[config.mk]
export PLATFORM = sky130hd
export DESIGN_NAME = demux_route_ctrl
export DESIGN_NICKNAME = d
export VERILOG_FILES = /design/src/rtl/demux_route_ctrl.sv
export SDC_FILE = /design/constraint.sdc
export NUM_CORES = 1
export LEC_CHECK = 0
export ABC_AREA = 0
export BUFFER_PORTS_ARGS = -buffer_cell sky130_fd_sc_hd__buf_2
export CORE_ASPECT_RATIO = 0.7
export CORE_MARGIN = 2
export CORE_UTILIZATION = 54
export DETAILED_ROUTE_END_ITERATION = 7
export GPL_TIMING_DRIVEN = 0
export PLACE_DENSITY = 0.75
export SLEW_MARGIN = 20
export SYNTH_ARGS = -nofsm -noshare
export SYNTH_HDL_FRONTEND = slang
export SYNTH_SLANG_ARGS = --single-unit
[constraint.sdc]
create_clock -name i_clk -period 2.95 [get_ports i_clk]
set_input_delay 0.1475 -clock i_clk [delete_from_list [all_inputs] [get_ports i_clk]]
set_output_delay 0.1475 -clock i_clk [all_outputs]
set_load 0.05 [all_outputs]
[src/rtl/demux_route_ctrl.sv]
// -----------------------------------------------------------------------------
// demux_route_ctrl
//
// Queues single-bit data items tagged with a 2-bit destination and presents the
// oldest one to a 1-to-4 demultiplexer: o_a is the demux data input and
// o_sel_code its one-hot select. The head leaves the queue when the addressed
// channel is ready. If that channel stays busy for TIMEOUT consecutive cycles,
// the head is discarded so later traffic is not blocked forever.
//
// Ports
//   i_clk       single clock, rising edge
//   i_n_rst     asynchronous active-low reset
//   i_a         data bit offered upstream
//   i_dest      destination channel 0..3 of the offered bit
//   i_valid     upstream offer present
//   o_ready     offer is accepted this cycle (not full, out of reset)
//   o_a         head data bit (0 when empty)
//   o_sel_code  one-hot head destination (0 when empty)
//   o_valid     head entry present
//   i_ready     per-channel consumer ready, bit n = channel n
//   o_count     number of stored entries, 0..DEPTH
//   o_drop      one-cycle pulse after a head entry was discarded on timeout
// -----------------------------------------------------------------------------
module demux_route_ctrl #(
   parameter int DEPTH   = 4,   // power of two, 2..16
   parameter int TIMEOUT = 15   // stalled cycles before a head drop; 0 = never
) (
   input  logic                     i_clk,
   input  logic                     i_n_rst,
   input  logic                     i_a,
   input  logic [1:0]               i_dest,
   input  logic                     i_valid,
   output logic                     o_ready,
   output logic                     o_a,
   output logic [3:0]               o_sel_code,
   output logic                     o_valid,
   input  logic [3:0]               i_ready,
   output logic [$clog2(DEPTH):0]   o_count,
   output logic                     o_drop
);

   localparam int AW = $clog2(DEPTH);
   localparam int CW = AW + 1;
   // Counter only has to reach TIMEOUT-1: the edge that would take it to
   // TIMEOUT is the one that drops the head.
   localparam int SW = (TIMEOUT > 1) ? $clog2(TIMEOUT) : 1;
   localparam logic [SW-1:0] STALL_LAST = SW'((TIMEOUT > 0) ? TIMEOUT - 1 : 0);

   typedef struct packed {
      logic [1:0] dest;
      logic       a;
   } entry_t;

   entry_t          mem [DEPTH];
   logic [AW-1:0]   wr_ptr;
   logic [AW-1:0]   rd_ptr;
   logic [CW-1:0]   count;
   logic [SW-1:0]   stall_cnt;
   logic            run;        // set on the first edge after reset release
   logic            drop_q;

   entry_t          head;
   logic            has_head;
   logic            head_ready;
   logic            push;
   logic            deliver;
   logic            timeout_hit;
   logic            pop;

   always_comb begin
      head        = mem[rd_ptr];
      has_head    = (count != '0);
      head_ready  = i_ready[head.dest];
      push        = i_valid && o_ready;
      deliver     = has_head && head_ready;
      // A ready consumer in the timeout cycle takes precedence over the drop.
      timeout_hit = (TIMEOUT > 0) && has_head && !head_ready && (stall_cnt == STALL_LAST);
      pop         = deliver || timeout_hit;
   end

   // Outputs depend only on registered state, never on the upstream offer.
   // o_ready is deliberately blind to a same-cycle pop: a full queue never
   // passes an offer through.
   assign o_ready    = run && (count < CW'(DEPTH));
   assign o_valid    = has_head;
   assign o_a        = has_head && head.a;
   assign o_sel_code = has_head ? (4'b0001 << head.dest) : 4'b0000;
   assign o_count    = count;
   assign o_drop     = drop_q;

   // NOTE: storage is not reset; stale contents are never visible because every
   // output derived from it is gated by a non-zero count.
   always_ff @(posedge i_clk) begin
      if (push) begin
         mem[wr_ptr] <= entry_t'{dest: i_dest, a: i_a};
      end
   end

   always_ff @(posedge i_clk or negedge i_n_rst) begin
      if (!i_n_rst) begin
         wr_ptr    <= '0;
         rd_ptr    <= '0;
         count     <= '0;
         stall_cnt <= '0;
         run       <= 1'b0;
         drop_q    <= 1'b0;
      end else begin
         run    <= 1'b1;
         drop_q <= timeout_hit;

         // Pointer width is log2(DEPTH), so the increment wraps modulo DEPTH.
         if (push) wr_ptr <= wr_ptr + 1'b1;
         if (pop)  rd_ptr <= rd_ptr + 1'b1;

         case ({push, pop})
            2'b10:   count <= count + 1'b1;
            2'b01:   count <= count - 1'b1;
            default: count <= count;
         endcase

         if (pop || !has_head) begin
            stall_cnt <= '0;
         end else if (TIMEOUT > 0) begin
            stall_cnt <= stall_cnt + 1'b1;
         end
      end
   end

endmodule

* After elaboration in Yosys (flattened, before gate mapping)
Memory sizes are Yosys's and may differ from the RTL's.
Cells that the tools add are included.
** Cells by class
- Add/sub/neg operators :: 5
- Order comparisons :: 2
- Eq/ne operators :: 3
- Shifts and indexed selects :: 1
- Muxes and demuxes :: 7
- Reductions and logical operators :: 12
** Operators with widths (number)
- $mux 4 :: 2
- $logic_and 1x1->1 :: 6
- $pmux 3 s2 :: 1
- $add 2x1->2 const B :: 2
- $add 4x1->4 const B :: 1
- $eq 4x4->1 const B :: 1
- $shl 1x2->4 const A :: 1
- $add 3x1->3 const B :: 1
- $lt 2x3->1 const B :: 1
- $lt 3x3->1 const B :: 1
- $mux 1 :: 3
- $reduce_bool 3->1 :: 1
- $sub 3x1->3 const B :: 1
- $bmux 1 s2 :: 1
- $eq 2x1->1 const B :: 1
- $eq 2x2->1 const B :: 1
- $logic_not 1->1 :: 2
- $logic_or 1x1->1 :: 2
- $reduce_bool 2->1 :: 1
** Word-level totals
- Flip-flop bits (word level) :: 13
- RAM bits :: 12
- Input bits :: 10
- Output and inout port bits :: 11
- Logic and storage cells :: 37
- Memories kept :: 1
** Memory list
- mem :: words 4, width 3, read ports 1, clocked after Yosys merged registers in 0, wr ports 1, RTL line 54 : entry_t mem [DEPTH];

* Longest topological paths before layout
An unclocked memory read counts as a cell.
- Word-level depth :: 9
- Mapped depth :: 11

* Worst setup path after synthesis
OpenSTA, ideal clock, no wires.
- Path kind :: register -> register
- Start :: reg count[2] (netlist: o_count[2])
- End :: reg count[2] (netlist: o_count[2])
- Library setup time :: 0.145 ns
- Data arrival time :: 2.566 ns
- Data required time :: 2.805 ns
- Setup slack :: 0.239 ns
- Stages on the path, launching flop included :: 10
- Buffers on the path :: 0
- Cells stage by stage :: dfrtp_1 -> nor2b_1 -> and2_1 -> inv_1 -> ha_1 -> inv_1 -> fa_1 -> xor2_1 -> nor2_1 -> xor2_1
** RTL lines
- from (decl) :: RTL line 57 : logic [CW-1:0] count;
- from (signal assigned) :: RTL line 116 : 2'b10: count <= count + 1'b1;
- from (signal assigned) :: RTL line 117 : 2'b01: count <= count - 1'b1;
- from (signal assigned) :: RTL line 118 : default: count <= count;
- $lt 3x3->1 (*) :: RTL line 84 : assign o_ready = run && (count < CW'(DEPTH));
- $logic_and 1x1->1 (*) :: RTL line 84
- net o_ready :: RTL line 33 : output logic o_ready,
- $logic_and 1x1->1 (*) :: RTL line 74 : push = i_valid && o_ready;
- $eq 2x1->1 / $eq 2x2->1 (equally long branches) :: RTL line 115 : case ({push, pop})
- $pmux 3 s2 / $reduce_bool 2->1 (equally long branches)
The timed path passes the listed nets; every way through them passes the cells marked *.
A chain may end at the register's enable or synchronous reset.

* Worst setup path after layout
- Start :: reg rd_ptr[0]
- End :: reg count[2] (netlist: o_count[2])
** Between the ends
- Word-level cells in the longest chain between the ends :: 9
** Ends and longest elaborated chain
- from (decl) :: RTL line 56 : logic [AW-1:0] rd_ptr;
- from (signal assigned) :: RTL line 113 : if (pop) rd_ptr <= rd_ptr + 1'b1;
- $mem_v2 4x3 (*)
- $bmux 1 s2 (*) :: RTL line 73 : head_ready = i_ready[head.dest];
- $mux 1 (implied by the code) (*) :: RTL line 73
- $logic_not 1->1 :: RTL line 77 : timeout_hit = (TIMEOUT > 0) && has_head && !head_ready && (stall_cnt == STALL_LAST);
- $logic_and 1x1->1 (2 in a row) :: RTL line 77
- $logic_or 1x1->1 (*) :: RTL line 78 : pop = deliver || timeout_hit;
- net pop :: RTL line 68 : logic pop;
- $eq 2x1->1 / $eq 2x2->1 (equally long branches) :: RTL line 115
- $pmux 3 s2 / $reduce_bool 2->1 (equally long branches)
The timed path passes the listed nets; every way through them passes the cells marked *. The select of a mux whose other input is x is not followed.

==> parameters.txt <==
Parameter                              Value

Cells and area
  Net count, final    136
  Final cell utilization of the core    67.0%
  Area growth from synthesis to layout    16.9%
  Number of standard cells in the final layout excluding fillers    149
  Share of final-layout standard cells stronger than drive strength 1    34.2%
  Diodes inserted    0

Route
  Routed wirelength normalized by instance count    13.4 um
  Wire length the detailed router placed on met1    1040 um
  Detailed-routed wire length on met2    825 um
  Iteration-0 DRC Markers    23
  Antenna-violating nets left    0
  Length of the first detailed-routing pass in iterations    4
  Via-per-instance ratio    4.92
  Total via count in the routed design    733
  Topmost layer with routed signal wires    met4
  Detailed route wirelength on metal3    109 um
  Detailed-route wire length    2000 um
  DRC viols    0

Power and ir drop
  Worst IR drop on VDD    0.000700 V
  Power per Cell Area    1150 nW/um2
  Comb power frac    59.8%
  Switching fraction of total power    46.6%
  Clock Power Share    8.8%
  Sequential group share of total power    31.4%
  NetSw    776 uW
  Internal power consumption    890 uW
  Cell leakage power    0.000655 uW

Worst setup path
  Cell type with the highest occurrence count on the critical path    xor2_1
  CP max FO    6
  Type of the setup path with the least slack    flip-flop to flip-flop
  Worst path bufs/invs    2
  Sequence of cells on the critical path    buf_6, mux4_2, mux2i_2, a221oi_4, ha_2, inv_1, fa_1, xor2_1, nor2_1, xor2_1
  CP arrival    3070 ps
  Crit-path max cell delay    580 ps
  Required time of the critical path    3190 ps
  Master of the slowest instance on the critical path    mux4_2
  Critical Path Start Type    flip-flop
  Category of cells accounting for the largest share of critical-path delay    multiplexers
  Nature of the critical path endpoint    flip-flop

Synthesis
  Arithmetic-cell share of the synthesized area counting full adders, half adders and majority gates    8.71%
  Post-synthesis mux area share    8.81%
  Number of warning messages in the yosys log    0
  Mean instance size in the synthesized netlist    14.0 um2
  Most frequently used cell type in the post-synthesis netlist    dfrtp_1
  Compound-gate portion of the synthesized area    4.26%
  Post-Synth XOR/XNOR Area    5.67%
  FFs w/ async S/R, synth    52.0%
  Post-synth top area cell    edfxtp_1
  Dominant combinational cell family by area after synthesis    simple AND/OR/NAND/NOR gates
  Cells after synthesis    88
  Count of distinct cell types in the synthesized netlist    26
  Post-synthesis simple-gate area fraction    13.4%
  Synthesized netlist net count    106
  Most numerous cell types in the synthesized netlist    dfrtp_1 (13), edfxtp_1 (12), inv_1 (8)
  Cell types with the largest area share after synthesis    edfxtp_1 (29%), dfrtp_1 (26%), ha_1 (7.1%)
  Share of the synthesized area in the top cell type    29.2%
  Number of enable flip-flop cells after synthesis    12
  Post-synthesis sequential area ratio    55.5%
  Post-Synthesis Cell Area    1230 um2
  Most frequently used flop master after synthesis    dfrtp_1
  Number of flip-flops and latches in the synthesized netlist    25

Clock tree
  CTS Buf Count    3
  CTS sink cnt    25
  Clock tree from TritonCTS    built
  Register clock-pin slew on the reported worst setup and hold paths    130 ps
  Clk buf depth    2
  H-tree lvl count    1
  Worst-skew pair later-pin latency    320 ps
  Clock root cell    clkbuf_4

Run
  Max capacitance violation total    0

Floorplanning
  Initial Util    57.3%
  Rows    14
  Die area    2690 um2
  Core footprint    2150 um2
  Die Span Y    44.0 um
  Boundary Pins    21
  Die span in x    61.2 um

STA
  Clock Skews    9.63 ps
  Rel. slew slack    59.0%
  Slew Viols, Final    0
  Count of endpoints failing hold in the final timing report    0
  Slew at the pin closest to its max-slew limit    611 ps
  Final Worst Setup Slack    119 ps
  FMAX    353 MHz
  Minimum clock period after layout    2830 ps
  Portion of the clock cycle consumed by the worst path in the final layout    96.0%
  Number of setup violations in the final report    0

Place
  PortBufs    20
  Worst slack at placement    90.9 ps
  Final Wtd Congestion    0.739
  Final HPWL from detailed placement    1530 um
  Inst Count DP    140

Global route
  Number of global-route vias before repair    618
  Maximum number of pins on one net before global-route repair    14
  Global-route wire length before repair    3000 um
  Antenna violations before repair    0
  Total track usage    16.0%
  Grt ovf    0

Worst hold path
  Worst min-delay path category    input pin to flip-flop

Outcome
  Result of the run    completed
-- metal layers --
layer  up-vias  global-route usage, %
met1       343                   25.5
met3         5                   4.39
met4         0                   5.22
met5         -                      0
li1        362                      -
met2        23                   21.3
-- logic make-up (layout without fill, tap and decap cells) --
group | Yosys count | after routing
xor gates and xnor gates | 8 | 8
adders and majority gates | 8 | 8
muxes | 6 | 6
and+or+nand+nor | 28 | 28
DFF | 25 | 25
AOI/OAI and AO/OA | 3 | 3
other | 1 | 1
buffers and inverters | 9 | 38
-- per-stage QoR --
step / hold slack, ps / setup TNS, ps / total power (uW) / instance area, um2
2_1_floorplan: -148 / 0 / 1280 / 1230
3_3_place_gp: 43.0 / 0 / 1430 / 1380
3_5_place_dp: 48.5 / 0 / 1460 / 1380
4_1_cts: 37.3 / 0 / 1610 / 1410
5_1_grt: 31.0 / -10.7 / 1770 / 1440
6_report: 38.0 / 0 / 1670 / 1440
-- power groups by stage --
stage | logic, uW | clock network (uW) | registers, uW
2_1_floorplan | 693 | 0 | 589
3_3_place_gp | 903 | 0 | 527
3_5_place_dp | 927 | 0 | 531
4_1_cts | 931 | 155 | 523
5_1_grt | 1070 | 167 | 534
6_report | 996 | 147 | 523
-- what timing repair did --
item,in CTS,in global routing
buffers inserted,0,4
gates resized for setup,0,1
endpoints found under the setup margin,0,1
hold buffers,1,0
hold endpoints to repair,13,0
-- flip-flops by register name (all words and copies together), names as in the netlist --
| register | cells |
|---|---|
| mem | 12 |
| stall_cnt | 4 |
| o_count | 3 |
| rd_ptr | 2 |
| wr_ptr | 2 |
| o_drop | 1 |
| run | 1 |
-- final timing paths --
kind	startpoint	slack, ps	to	depth (start not counted)
max in group asynchronous	i_n_rst	2490	run	2
setup / recovery	rd_ptr[0]	120	o_count[2]	10
setup reg to reg	rd_ptr[0]	120	o_count[2]	10
hold reg to reg	stall_cnt[0]	520	stall_cnt[0]	1
min in group asynchronous	i_n_rst	230	stall_cnt[2]	2
hold / removal	i_dest[1]	40	mem[0][2]	1
-- layout make-up --
type                       count  area (um2)
sequential                    25         686
clock buffer                   4        26.3
fill                         165         711
inverter                       8        30.0
timing repair buffer          25         140
tap                           32        40.0
multi-input combinational     54         510
buffer                         1        11.3
-- layout by cell type, fill, tap and decap left out --
cell,synthesis,layout
a221oi_4,1,1
and2_1,2,2
and2_4,1,1
and3_1,6,6
buf_2,0,20
buf_4,0,4
buf_6,1,1
clkbuf_1,0,1
clkbuf_4,0,3
conb_1,1,1
dfrtp_1,13,13
dlygate4sd3_1,0,1
edfxtp_1,12,12
fa_1,1,1
ha_1,7,6
ha_2,0,1
inv_1,8,8
mux2i_1,1,1
mux2i_2,2,2
mux4_1,1,1
mux4_2,2,2
nand2_1,4,4
nand2b_1,1,1
nand3_1,2,2
nor2_1,5,5
nor2b_1,1,1
nor3_1,2,2
nor3_2,4,4
o211ai_4,1,1
o21ai_0,1,1
xnor2_1,4,4
xor2_1,4,4
(Power assumes the default switching activity.)
